## src/rtl/fifo_read_stream_if.sv

```systemverilog
// Handshake bundle between a registered-read FIFO port, the stream adapter and its downstream consumer.
// The master side is the adapter; the slave side is the surrounding FIFO and sink.
interface fifo_read_stream_if #(
    parameter int BITS = 32,
    parameter int CNTW = 32
);
    logic            p_read_empty;
    logic            p_read_en;
    logic [BITS-1:0] p_read_data;
    logic            flush;
    logic            m_valid;
    logic            m_ready;
    logic [BITS-1:0] m_data;
    logic [CNTW-1:0] word_count;

    modport master (
        input  p_read_empty,
        output p_read_en,
        input  p_read_data,
        input  flush,
        output m_valid,
        input  m_ready,
        output m_data,
        output word_count
    );

    modport slave (
        output p_read_empty,
        input  p_read_en,
        output p_read_data,
        output flush,
        input  m_valid,
        output m_ready,
        input  m_data,
        input  word_count
    );
endinterface

```

## src/rtl/fifo_read_stream.sv

```systemverilog
// Turns a FIFO registered-read port into a valid/ready stream through a 2-entry in-order buffer.
// m_valid and m_data come straight from registers; only p_read_en is combinational.
module fifo_read_stream #(
    parameter int BITS = 32,
    parameter int CNTW = 32
) (
    input  logic                 read_clk,
    input  logic                 read_rst,
    fifo_read_stream_if.master   bus
);

    logic [1:0]      count_r;
    logic            inflight_r;
    logic            m_valid_r;
    logic [BITS-1:0] head_r;
    logic [BITS-1:0] tail_r;
    logic [CNTW-1:0] word_count_r;

    logic            pop_s;
    logic            rd_en_s;
    logic [1:0]      occ_s;
    logic [1:0]      kept_s;
    logic [1:0]      count_n_s;
    logic [BITS-1:0] head_n_s;
    logic [BITS-1:0] tail_n_s;

    // occ never exceeds 2: a read is only issued when a slot is free at capture time
    assign pop_s = m_valid_r && bus.m_ready;
    assign occ_s = count_r + {1'b0, inflight_r};

    // Read request: a slot must be free when the word lands, counting a same-cycle pop
    always_comb begin
        rd_en_s = 1'b0;
        if (!bus.p_read_empty && !bus.flush && !read_rst) begin
            if (occ_s < 2'd2) begin
                rd_en_s = 1'b1;
            end else if ((occ_s == 2'd2) && pop_s) begin
                rd_en_s = 1'b1;
            end else begin
                rd_en_s = 1'b0;
            end
        end else begin
            rd_en_s = 1'b0;
        end
    end

    // Buffer next state: pop shifts tail to head, then the arriving word fills the first free slot
    always_comb begin
        kept_s    = count_r - {1'b0, pop_s};
        count_n_s = kept_s;
        head_n_s  = head_r;
        tail_n_s  = tail_r;
        if (bus.flush) begin
            count_n_s = 2'd0;
        end else begin
            if (pop_s && (count_r == 2'd2)) begin
                head_n_s = tail_r;
            end else begin
                head_n_s = head_r;
            end
            if (inflight_r) begin
                if (kept_s == 2'd0) begin
                    head_n_s = bus.p_read_data;
                end else begin
                    tail_n_s = bus.p_read_data;
                end
                count_n_s = kept_s + 2'd1;
            end else begin
                count_n_s = kept_s;
            end
        end
    end

    // Buffer, in-flight tracking and output-valid registers
    always_ff @(posedge read_clk or posedge read_rst) begin
        if (read_rst) begin
            count_r    <= 2'd0;
            inflight_r <= 1'b0;
            m_valid_r  <= 1'b0;
            head_r     <= {BITS{1'b0}};
            tail_r     <= {BITS{1'b0}};
        end else begin
            count_r    <= count_n_s;
            inflight_r <= rd_en_s;
            m_valid_r  <= (count_n_s != 2'd0);
            head_r     <= head_n_s;
            tail_r     <= tail_n_s;
        end
    end

    // Handshake counter; a pop in a flush cycle still completes and is counted
    always_ff @(posedge read_clk or posedge read_rst) begin
        if (read_rst) begin
            word_count_r <= {CNTW{1'b0}};
        end else if (pop_s) begin
            word_count_r <= word_count_r + CNTW'(1);
        end else begin
            word_count_r <= word_count_r;
        end
    end

    assign bus.p_read_en  = rd_en_s;
    assign bus.m_valid    = m_valid_r;
    assign bus.m_data     = head_r;
    assign bus.word_count = word_count_r;

endmodule

```

## src/flat_wrapper.sv

```systemverilog
// flat-port wrapper written by rule: the top's interface ports become plain ports
module fifo_read_stream_flat 
#(
    parameter int BITS = 32,
    parameter int CNTW = 32
)
  (read_clk, read_rst, bus_p_read_empty, bus_p_read_en, bus_p_read_data, bus_flush, bus_m_valid, bus_m_ready, bus_m_data, bus_word_count);
  fifo_read_stream_if #(.BITS(BITS), .CNTW(CNTW)) bus_i ();
  input  logic read_clk;
  input  logic read_rst;
  input wire logic [$bits(bus_i.p_read_empty)-1:0] bus_p_read_empty;
  output wire logic [$bits(bus_i.p_read_en)-1:0] bus_p_read_en;
  input wire logic [$bits(bus_i.p_read_data)-1:0] bus_p_read_data;
  input wire logic [$bits(bus_i.flush)-1:0] bus_flush;
  output wire logic [$bits(bus_i.m_valid)-1:0] bus_m_valid;
  input wire logic [$bits(bus_i.m_ready)-1:0] bus_m_ready;
  output wire logic [$bits(bus_i.m_data)-1:0] bus_m_data;
  output wire logic [$bits(bus_i.word_count)-1:0] bus_word_count;
  assign bus_i.p_read_empty = bus_p_read_empty;
  assign bus_p_read_en = bus_i.p_read_en;
  assign bus_i.p_read_data = bus_p_read_data;
  assign bus_i.flush = bus_flush;
  assign bus_m_valid = bus_i.m_valid;
  assign bus_i.m_ready = bus_m_ready;
  assign bus_m_data = bus_i.m_data;
  assign bus_word_count = bus_i.word_count;
  fifo_read_stream #(.BITS(BITS), .CNTW(CNTW)) u_core (.read_clk(read_clk), .read_rst(read_rst), .bus(bus_i));
endmodule
```

## config.mk

```make
export PLATFORM = sky130hd
export DESIGN_NAME = fifo_read_stream_flat
export DESIGN_NICKNAME = d
export VERILOG_FILES = /design/src/rtl/fifo_read_stream_if.sv /design/src/rtl/fifo_read_stream.sv /design/src/flat_wrapper.sv
export SDC_FILE = /design/constraint.sdc
export NUM_CORES = 1
export LEC_CHECK = 0
export BUFFER_PORTS_ARGS = -buffer_cell sky130_fd_sc_hd__buf_4
export CAP_MARGIN = 0
export CORE_MARGIN = 2
export CORE_UTILIZATION = 43
export CTS_CLUSTER_DIAMETER = 60
export CTS_CLUSTER_SIZE = 8
export DETAILED_ROUTE_END_ITERATION = 7
export PLACE_DENSITY = 0.64
export SYNTH_ARGS = -nofsm -noshare
export SYNTH_HDL_FRONTEND = slang
export SYNTH_SLANG_ARGS = --single-unit
```

## constraint.sdc

```tcl
create_clock -name read_clk -period 9.8 [get_ports read_clk]
set_clock_uncertainty 0.05 [all_clocks]
set_input_delay 1.96 -clock read_clk [delete_from_list [all_inputs] [get_ports read_clk]]
set_output_delay 1.96 -clock read_clk [all_outputs]
set_load 0.03 [all_outputs]
```

# Word-level counts from Yosys, hierarchy flattened
# Index checks and enable logic that the tools add are counted.
# totals
register_bits	100
latch_bits	0
ram_bits	0
mem_bits_ro	0
input_bits	37
output_inout_bits	66
elab_cells	34
mem_count	0
# classes
n_addsub	4
n_mul	0
div	0
n_lt_le_gt_ge	1
n_eq_ne	2
n_shift	0
muxes	8
n_bitwise	2
n_reduce_logical	11
# ops
operator	n
2-to-1 mux 32 bit	3
adder 32 x 1 -> 32 bit, second input constant	1
logical AND 1 bit	5
equality test 2 bit, second input constant	2
2-to-1 mux 2 bit	2
logical NOT 1 bit	3
2-to-1 mux 1 bit	3
AND reduction 3 bit	1
adder 2 x 1 -> 2 bit	1
adder 2 x 1 -> 2 bit, second input constant	1
logical NOT 2 bit	1
< comparator 2 bit, second input constant	1
NOT 1 bit	2
nonzero test 2 bit	1
subtractor 2 x 1 -> 2 bit	1

# Depth between registers and ports, before layout
# Gate-level depths: netlist of run 1.
# logic_depth
word_depth	6
depth_mapped	8
depth_no_buf	7

# Least setup slack after synthesis of run 1
# No wires, ideal clock.
# synth_path
kind	input port to output port
startpoint	in bus_m_ready
endpoint	out bus_p_read_en
arrival_time_ns	3.297
required_time_ns	7.790
setup_slack_ns	4.493
stages	3
cell_sequence	nand2_1 -> o21ai_0 -> nor4b_1
# synth_between
elab_chain_len	5
# synth_lines
item	line	rtl
start, declared	flat_wrapper.sv:16	input wire logic [$bits(bus_i.m_ready)-1:0] bus_m_ready;
logical AND 1 bit	fifo_read_stream.sv:28	assign pop_s = m_valid_r && bus.m_ready;
logical AND 1 bit	fifo_read_stream.sv:37	end else if ((occ_s == 2'd2) && pop_s) begin
2-to-1 mux 1 bit	fifo_read_stream.sv:37	
2-to-1 mux 1 bit	fifo_read_stream.sv:35	if (occ_s < 2'd2) begin
2-to-1 mux 1 bit	fifo_read_stream.sv:34	if (!bus.p_read_empty && !bus.flush && !read_rst) begin
end, declared	flat_wrapper.sv:12	output wire logic [$bits(bus_i.p_read_en)-1:0] bus_p_read_en;
# No other way between the ends.

# Final worst setup path of run 1
# Same ends and word-level chain as after synthesis.

==> results of run 1 <==
==> sequential cells by signal, indices dropped and copies added, names as in the netlist <==
register	cells
u_core.bus.m_data	32
u_core.tail_r	32
u_core.inflight_r	1
u_core.bus.word_count	32
u_core.bus.m_valid	1
u_core.count_r	2
==> cell type report <==
type,instances,area share
Sequential cell,100,0.4579
Timing Repair Buffer,106,0.1456
Tap cell,133,0.03045
Clock buffer,10,0.02518
Clock inverter,6,0.01328
Multi-Input combinational cell,235,0.3251
Inverter,3,0.002518
==> worst register-to-register path: stages, from the launching register on <==
cell     delay [ns]
dfrtp_1        0.49
nand2_1        0.17
xor2_1         0.22
ha_1           0.28
nor3b_4        0.61
buf_4          0.41
mux2_2         0.38
==> Yosys cell counts (all sizes together) <==
master  instances
a211oi          1
a21oi          33
and2            2
and3            7
and4            4
buf            15
clkbuf          1
dfrtp         100
ha              3
inv             3
mux2           33
mux2i          32
nand2           9
nand3          18
nand3b          1
nand4           9
nand4b          1
nor2           37
nor2b           3
nor3            1
nor3b           1
nor4            3
nor4b           1
o21ai           1
xnor2          26
xor2            9
==> logic make-up (layout without fill, tap and decap cells) <==
kind of cell | after synthesis | after routing
fa+ha+maj | 3 | 3
simple gates | 97 | 97
mux | 65 | 65
flops | 100 | 100
compound gates | 35 | 35
buf+inv | 19 | 125
xor+xnor | 35 | 35
==> power groups by stage <==
stage / Combinational [mW] / Sequential [mW] / Clock [mW]
finish: 0.556 / 0.648 / 0.274
global route: 0.605 / 0.671 / 0.299
CTS: 0.565 / 0.650 / 0.283
detailed placement: 0.564 / 0.657 / 0
global placement: 0.553 / 0.652 / 0
floorplan: 0.225 / 0.795 / 0
==> through the flow <==
| step | instance area [um^2] | setup slack [ns] | power, mW | util |
|---|---|---|---|---|
| final | 5465 | 4.882 | 1.478 | 0.5566 |
| after global routing | 5465 | 4.675 | 1.575 | 0.5566 |
| after CTS | 5465 | 4.862 | 1.499 | 0.5566 |
| after detailed placement | 5255 | 4.875 | 1.222 | 0.5352 |
| after global placement | 5255 | 4.894 | 1.205 | 0.5352 |
| after floorplan | 4358 | 4.493 | 1.021 | - |
==> metal layers <==
| layer | global-route usage | vias up |
|---|---|---|
| li1 | - | 1438 |
| met2 | 0.2750 | 78 |
| met5 | 0 | - |
| met1 | 0.2083 | 1433 |
| met4 | 0.05143 | 0 |
| met3 | 0.04367 | 9 |
==> how the worst max path moves through the flow <==
| stage | start | endpoint | slack (ns) | depth (start not counted) |
|---|---|---|---|---|
| after CTS | bus_m_ready | bus_p_read_en | 4.86 | 5 |
| after floorplan | bus_m_ready | bus_p_read_en | 4.49 | 3 |
| after global routing | bus_m_ready | bus_p_read_en | 4.68 | 5 |
| final | bus_m_ready | bus_p_read_en | 4.88 | 5 |
| after detailed placement | bus_m_ready | bus_p_read_en | 4.88 | 5 |
| after global placement | bus_m_ready | bus_p_read_en | 4.89 | 5 |
==> cell usage in the layout (no fill, tap or decap), drive strengths merged <==
master      n
a211oi      1
a21oi      33
and2        2
and3        7
and4        4
buf       106
bufinv      1
clkbuf     10
clkinv      1
clkinvlp    3
dfrtp     100
ha          3
inv         4
mux2       33
mux2i      32
nand2       9
nand3      18
nand3b      1
nand4       9
nand4b      1
nor2       37
nor2b       3
nor3        1
nor3b       1
nor4        3
nor4b       1
o21ai       1
xnor2      26
xor2        9
==> metrics.csv, run 1 <==
metric,value,unit
outcome,finished clean,
CP Class,in2out,
Sw Share,0.3706,
First-pass DRT Iterations,4,
Fin. Hold Viols,0,
# diodes,0,
Pins Over Slew Limit,0,
Core Area,0.009819,mm^2
sequential share of the synthesized area,0.5742,
total number of vias,2958,
worst-skew pair later-pin latency,0.35,ns
Worst Path Required,7.79,ns
Seq pwr share,0.438,
post-cts resize count,0,
clock buffer count from CTS,9,
"CTS clk-pin slew, worst paths",0.09,ns
Clk pwr share,0.185,
post-route minimum period,4.918,ns
drt wl/cell,14.48,um
All-Layer GR Usage,0.1642,
Pint,0.9302,mW
Synth cell types,33,
initial core utilization,0.4438,
H-tree depth,3,
number of global-route vias before repair,3031,
Post-CTS Setup Inserts,0,
multi-input logic area,0.001777,mm^2
Top Layer Used,met4,
Yosys top cell area share,0.5742,
Max IR drop VDD,0.1478,mV
CTS tree,done,
CP most frequent cell,buf_4,
GPL Wtd Cong,0.7875,
pin count of the biggest net entering global routing,65,
Synth area leaders,"dfrtp_1 57%, mux2_2 8.5%, mux2i_1 7.3%",
Bufs on Longest Clock Path,2,
CP max FO,6,
crit-path cells,buf_4 > nand2_1 > o21ai_0 > nor4b_1 > buf_4,
max_cap viols,0,
Max Freq,203.3,MHz
actual slew at the worst max-slew pin,1.108,ns
DRT iter0 DRCs,60,
Synth Area in Simple Gates,0.1246,
post-synthesis mux area share,0.1588,
grt total ovfl,0,
RR Endpoint,u_core.tail_r[30]$_DFFE_PP0P_,
HP Start,u_core.bus.word_count[31]$_DFFE_PP0P_,
post-route ant nets,0,
WHS Endpoint,u_core.bus.word_count[31]$_DFFE_PP0P_,
Gate Count Post-Synth,354,
PortBufs,102,
yosys warns,0,
nets,495,
Yosys reg bits,100,
post-synthesis xor/xnor area fraction,0.07034,
# fillers,873,
leak pwr,2.740,nW
cell depth of the worst flop-to-flop path,6,
Synth Area in Adders,0.008613,
share of post-route cells with drive strength above 1,0.3609,
Register Area,0.002502,mm^2
synthesized area,0.004358,mm^2
"wirelength, routed",8584,um
Tcrit/Tclk final,0.5019,
M1 WL,3904,um
via/cell ratio,4.988,
Avg Inst Size Synth,12.31,um^2
dpl cells,577,
hold path depth,1,
final setup fails,0,
Post-CTS Hold Buffers,0,
initial antenna violation count,0,
syn nets,394,
# rows,36,
I/O Pins,103,
Net Sw Power,0.5478,mW
TNS Setup,0,ns
Remaining DRCs,0,
critical path endpoint category,output port,
Startpoint Class,primary input,
Top delay family on crit path,simple AND/OR/NAND/NOR gates,
post-synthesis compound-gate area fraction,0.04163,
die width,104.7,um
min-delay worst type,reg2reg,
WP buf/inv,2,
cell taking the most area after synthesis,dfrtp_1,
R2R Setup Slk,7.08,ns
die area,0.01096,mm^2
Comb pwr share,0.376,
routed wl met2,4023,um
RSZ-0062 raised after global routing,false,
PD cells,270.4,mW/mm^2
CP max stage delay,0.31,ns
Hold WS,0.4332,ns
Clock Tree Root,clkbuf_8,
main combinational cell family by area after synthesis,multiplexers,
max_slew headroom,0.2553,
R2R Path Start,u_core.bus.m_valid$_DFF_PP0_,
Worst Path Arrival,2.91,ns
clk sinks,100,
Final Non-Filler Cells,593,
Layout Area Growth over Synthesis,25.41,%
die height,104.7,um
global-route wire length before repair,14670,um
HPWL after DPL,5767,um
met3 wire len,550,um
"Slowest-stage cell, CP",nor4b_1,
(Power assumes the default switching activity.)
==> run 2: changes to the inputs <==
Settings changed: PLACE_DENSITY 0.64 to 0.67.
Clock period 9.8 ns to 4.05 ns, I/O delays scaled along.
==> metrics.csv, run 2 (synthesis results as in run 1) <==
metric,value,unit,change
CP Class,reg2out,,
CP max FO,6,,unchanged
PD cells,665.6,mW/mm^2,+150%
"CTS clk-pin slew, worst paths",0.10,ns,about the same
Remaining DRCs,0,,unchanged
post-route minimum period,2.782,ns,
Worst Path Required,3.19,ns,-4.60 ns
Worst Path Arrival,1.92,ns,-0.99 ns
TNS Setup,0,ns,unchanged
Fin. Hold Viols,0,,unchanged
post-cts resize count,0,,unchanged
CP startpoint,u_core.inflight_r$_DFF_PP0_,,
GPL Wtd Cong,0.7764,,-1.4%
# rows,36,,unchanged
RR Endpoint,u_core.bus.m_data[31]$_DFFE_PP0N_,,
Clock Tree Root,clkbuf_8,,
PnR Total Power,3.678,mW,+150%
global-route wire length before repair,14390,um,-1.9%
Layout Area Growth over Synthesis,26.79,%,
final setup fails,0,,unchanged
max_slew headroom,0.2628,,+0.007445
total number of vias,2932,,-0.88%
I/O Pins,103,,unchanged
min-delay worst type,reg2reg,,
GR peak layer,met2,,
outcome,finished clean,,
die area,0.01096,mm^2,unchanged
All-Layer GR Usage,0.1618,,-0.002409
"commonest cells after routing, fill and taps aside","105 x buf_4, 100 x dfrtp_1, 37 x nor2_1, 33 x mux2_2",,
Bufs on Longest Clock Path,2,,unchanged
post-route ant nets,0,,unchanged
initial antenna violation count,0,,unchanged
die height,104.7,um,unchanged
M2 GR Usage,0.2493,,-0.02568
Post-CTS Setup Inserts,0,,unchanged
actual slew at the worst max-slew pin,1.097,ns,-0.01108 ns
initial core utilization,0.4438,,unchanged
Post-CTS Hold Buffers,0,,unchanged
cell depth of the worst flop-to-flop path,8,,+2
H-tree depth,3,,unchanged
worst-skew pair later-pin latency,0.36,ns,about the same
met3 Resource Use GR,0.04991,,+0.006238
Pins Over Slew Limit,0,,unchanged
pin count of the biggest net entering global routing,69,,+6.2%
R2R Path Start,u_core.bus.m_valid$_DFF_PP0_,,
RSZ-0062 raised after global routing,false,,
clock buffer count from CTS,9,,unchanged
Max Freq,359.4,MHz,
critical path endpoint category,output port,,
R2R Setup Slk,1.52,ns,-5.56 ns
Hold WS,0.4324,ns,-0.0007290 ns
"wirelength, routed",8493,um,-1.1%
CP max stage delay,0.47,ns,+0.16 ns
Max IR drop VDD,0.4006,mV,+170%
via/cell ratio,4.944,,-0.88%
Worst setup endpoint,bus_p_read_en,,
Top delay family on crit path,flip-flops,,
First-pass DRT Iterations,4,,unchanged
"Slowest-stage cell, CP",dfrtp_1,,
# diodes,0,,unchanged
crit-path cells,ha_1 > o21ai_0 > nor4b_1 > buf_4,,
leak pwr,2.766,nW,+0.92%
share of post-route cells with drive strength above 1,0.3609,,unchanged
PortBufs,102,,unchanged
DRT iter0 DRCs,74,,+23%
CTS tree,done,,
drt wl/cell,14.32,um,-1.1%
Tcrit/Tclk final,0.6870,,
max_cap viols,0,,unchanged
met1 Usage GRT,0.2192,,+0.01094
Crit path depth,4,,-1
HPWL after DPL,5916,um,+2.6%
"commonest non-fill, non-tap cell in the layout",buf_4,,
nets,496,,+0.20%
Startpoint Class,flop,,
Core Area,0.009819,mm^2,unchanged
WP buf/inv,1,,-1
grt total ovfl,0,,unchanged
die width,104.7,um,unchanged
number of global-route vias before repair,2933,,-3.2%
clk sinks,100,,unchanged
fin util,0.5627,,+0.006116
## run 2: routing by layer
metal	up-vias	wire, um
met5	-	0
met4	0	76
met3	8	631
met2	80	3868
met1	1413	3917
li1	1431	-
## run 2: report_power, final
group          internal [mW]  switching, mW  total (mW)
Sequential              1.35          0.217        1.57
Clock                  0.408          0.342       0.750
Combinational          0.595          0.763        1.36
## run 2: worst min-delay path by stage
| stage | startpoint | to | slack [ns] | depth (start not counted) |
|---|---|---|---|---|
| 3_5_place_dp | u_core.bus.word_count[31]$_DFFE_PP0P_ | u_core.bus.word_count[31]$_DFFE_PP0P_ | 0.42 | 1 |
| 6_report | u_core.bus.word_count[31]$_DFFE_PP0P_ | u_core.bus.word_count[31]$_DFFE_PP0P_ | 0.43 | 1 |
| 2_1_floorplan | u_core.tail_r[0]$_DFFE_PP0P_ | u_core.tail_r[0]$_DFFE_PP0P_ | 0.43 | 1 |
| 5_1_grt | u_core.bus.word_count[31]$_DFFE_PP0P_ | u_core.bus.word_count[31]$_DFFE_PP0P_ | 0.46 | 1 |
| 3_3_place_gp | u_core.bus.word_count[31]$_DFFE_PP0P_ | u_core.bus.word_count[31]$_DFFE_PP0P_ | 0.41 | 1 |
| 4_1_cts | u_core.bus.word_count[31]$_DFFE_PP0P_ | u_core.bus.word_count[31]$_DFFE_PP0P_ | 0.44 | 1 |
## run 2: layout make-up
class                      count  area, um^2
clock buffer                   9       123.9
clock inverter                 6       113.9
fill                         901        4294
inverter                       3       13.76
multi-input combinational    235        1777
sequential                   100        2502
tap                          133       166.4
timing repair buffer         107       828.3
## run 2: per-stage QoR
step                      worst slack, ns  cell area, um^2  instances
after floorplan                    0.5712             4358        354
after global placement              1.128             5288        578
after detailed placement            1.057             5288        578
after CTS                           1.204             5525        593
after global routing                1.101             5525        593
final                               1.268             5525        593
==> run 3: changes to the inputs <==
Clock period 4.05 ns to 2.25 ns, I/O delays scaled along.
==> metrics.csv, run 3 (synthesis results as in run 1) <==
metric,value,unit,change
max_cap viols,0,,unchanged
Bufs on Longest Clock Path,2,,unchanged
I/O Pins,103,,unchanged
share of post-route cells with drive strength above 1,0.3782,,+0.01734
"wirelength, routed",8888,um,+4.7%
Tcrit/Tclk final,0.9525,,
# diodes,0,,unchanged
CP max stage delay,0.43,ns,-0.04 ns
critical path endpoint category,output port,,
"commonest non-fill, non-tap cell in the layout",buf_4,,
All-Layer GR Usage,0.1702,,+0.008416
"CTS clk-pin slew, worst paths",0.10,ns,about the same
dpl cells,584,,+1.0%
DRT iter0 DRCs,100,,+35%
clock buffer count from CTS,9,,unchanged
pre-CTS setup slack,0.1322,ns,-0.9246 ns
# rows,36,,unchanged
die area,0.01096,mm^2,unchanged
grt total ovfl,0,,unchanged
Startpoint Class,flop,,
GPL Wtd Cong,0.8064,,+3.9%
R2R Setup Slk,0.19,ns,-1.33 ns
leak pwr,2.784,nW,+0.66%
die width,104.7,um,unchanged
WP buf/inv,1,,unchanged
Max Freq,466.6,MHz,
CP Class,reg2out,,
post-route minimum period,2.143,ns,
via/cell ratio,5.050,,+2.1%
H-tree depth,3,,unchanged
Worst Path Arrival,1.64,ns,-0.28 ns
nets,503,,+1.4%
worst-skew pair later-pin latency,0.35,ns,about the same
CP max FO,4,,-2
PD cells,1156,mW/mm^2,+74%
post-route ant nets,0,,unchanged
Top delay family on crit path,flip-flops,,
PortBufs,102,,unchanged
"commonest cells after routing, fill and taps aside","110 x buf_4, 98 x dfrtp_1, 37 x nor2_1, 33 x mux2_2",,
RSZ-0062 raised after global routing,false,,
TNS Setup,0,ns,unchanged
Worst Path Required,1.75,ns,-1.44 ns
Layout Area Growth over Synthesis,27.76,%,
Final Non-Filler Cells,601,,+1.3%
outcome,finished clean,,
clk sinks,100,,unchanged
min-delay worst type,in2async,,
Core Area,0.009819,mm^2,unchanged
Fin. Hold Viols,0,,unchanged
cell depth of the worst flop-to-flop path,6,,-2
"Slowest-stage cell, CP",dfrtp_1,,
global-route wire length before repair,15190,um,+5.6%
Remaining DRCs,0,,unchanged
initial core utilization,0.4438,,unchanged
drt wl/cell,14.79,um,+3.3%
HPWL after DPL,6172,um,+4.3%
die height,104.7,um,unchanged
RR Endpoint,u_core.tail_r[29]$_DFFE_PP0P_,,
number of global-route vias before repair,3108,,+6.0%
PnR Total Power,6.434,mW,+75%
pin count of the biggest net entering global routing,65,,-5.8%
crit-path cells,ha_1 > o21ai_0 > nor4b_2 > buf_4,,
CTS tree,done,,
Clock Tree Root,clkbuf_8,,
max_slew headroom,0.6421,,+0.3794
total number of vias,3035,,+3.5%
First-pass DRT Iterations,4,,unchanged
R2R Path Start,u_core.count_r[0]$_DFF_PP0_,,
actual slew at the worst max-slew pin,0.5368,ns,-0.5599 ns
Max IR drop VDD,0.6979,mV,+74%
final setup fails,0,,unchanged
CP startpoint,u_core.count_r[0]$_DFF_PP0_,,
worst setup slack after layout,0.1069,ns,-1.161 ns
Pins Over Slew Limit,0,,unchanged
initial antenna violation count,0,,unchanged
-- run 3: changes by cell type in the layout (fill, tap and decap cells not counted), moves of 2 or more --
cell | previous run | this run
buf_4 | 105 | 110
bufinv_16 | 3 | 0
buf_12 | 2 | 4
dfrtp_1 | 100 | 98
dfrtp_2 | 0 | 2
inv_8 | 0 | 2
-- run 3: how the worst max path moves through the flow --
| stage | to | cells past startpoint |
|---|---|---|
| after floorplan | u_core.tail_r[0]$_DFFE_PP0P_ | 6 |
| after global placement | u_core.tail_r[0]$_DFFE_PP0P_ | 7 |
| after detailed placement | u_core.tail_r[27]$_DFFE_PP0P_ | 7 |
| after CTS | bus_p_read_en | 4 |
| after global routing | bus_p_read_en | 4 |
| final | bus_p_read_en | 4 |
-- run 3: timing repair --
item | 4_1_cts | 5_1_grt
buffers inserted | 0 | 1
resized for setup | 1 | 1
hold buffers | 0 | 0
setup endpoints to repair | 1 | 1
-- run 3: worst min-delay path, delay by kind of cell --
family	cells	cell delay, ns
buffers and inverters	3	0.49
-- run 3: layout make-up --
type,count,area [um^2]
fillers,882,4252
flip-flops and latches,100,2505
multi-input cells,235,1783
repair buffers,114,905.9
well taps,133,166.4
clock buffers,10,137.6
clock inverters,6,55.05
inverters,3,15.01
-- run 3: through the flow --
| stage | area [um^2] | hold slack (ns) | util |
|---|---|---|---|
| after CTS | 5559 | 0.1475 | 0.5661 |
| after global placement | 5365 | 0.4127 | 0.5464 |
| after floorplan | 4368 | 0.4305 | - |
| after detailed placement | 5365 | 0.4153 | 0.5464 |
| final | 5568 | 0.1430 | 0.5670 |
| after global routing | 5568 | 0.1555 | 0.5670 |
-- run 3: metal layers --
| metal | track usage | wire length [um] |
|---|---|---|
| met3 | 0.04741 | 514 |
| met2 | 0.2750 | 4139 |
| met4 | 0.03143 | 69 |
| met1 | 0.2330 | 4165 |
| met5 | 0 | 0 |
-- run 3: report_power, final --
part	total, mW	leakage (nW)	internal [mW]	switching (mW)
combinational	2.48	1.42	1.10	1.38
sequential	2.85	1.27	2.44	0.409
clock	1.11	0.0929	0.455	0.658
total	6.43	2.78	3.99	2.45
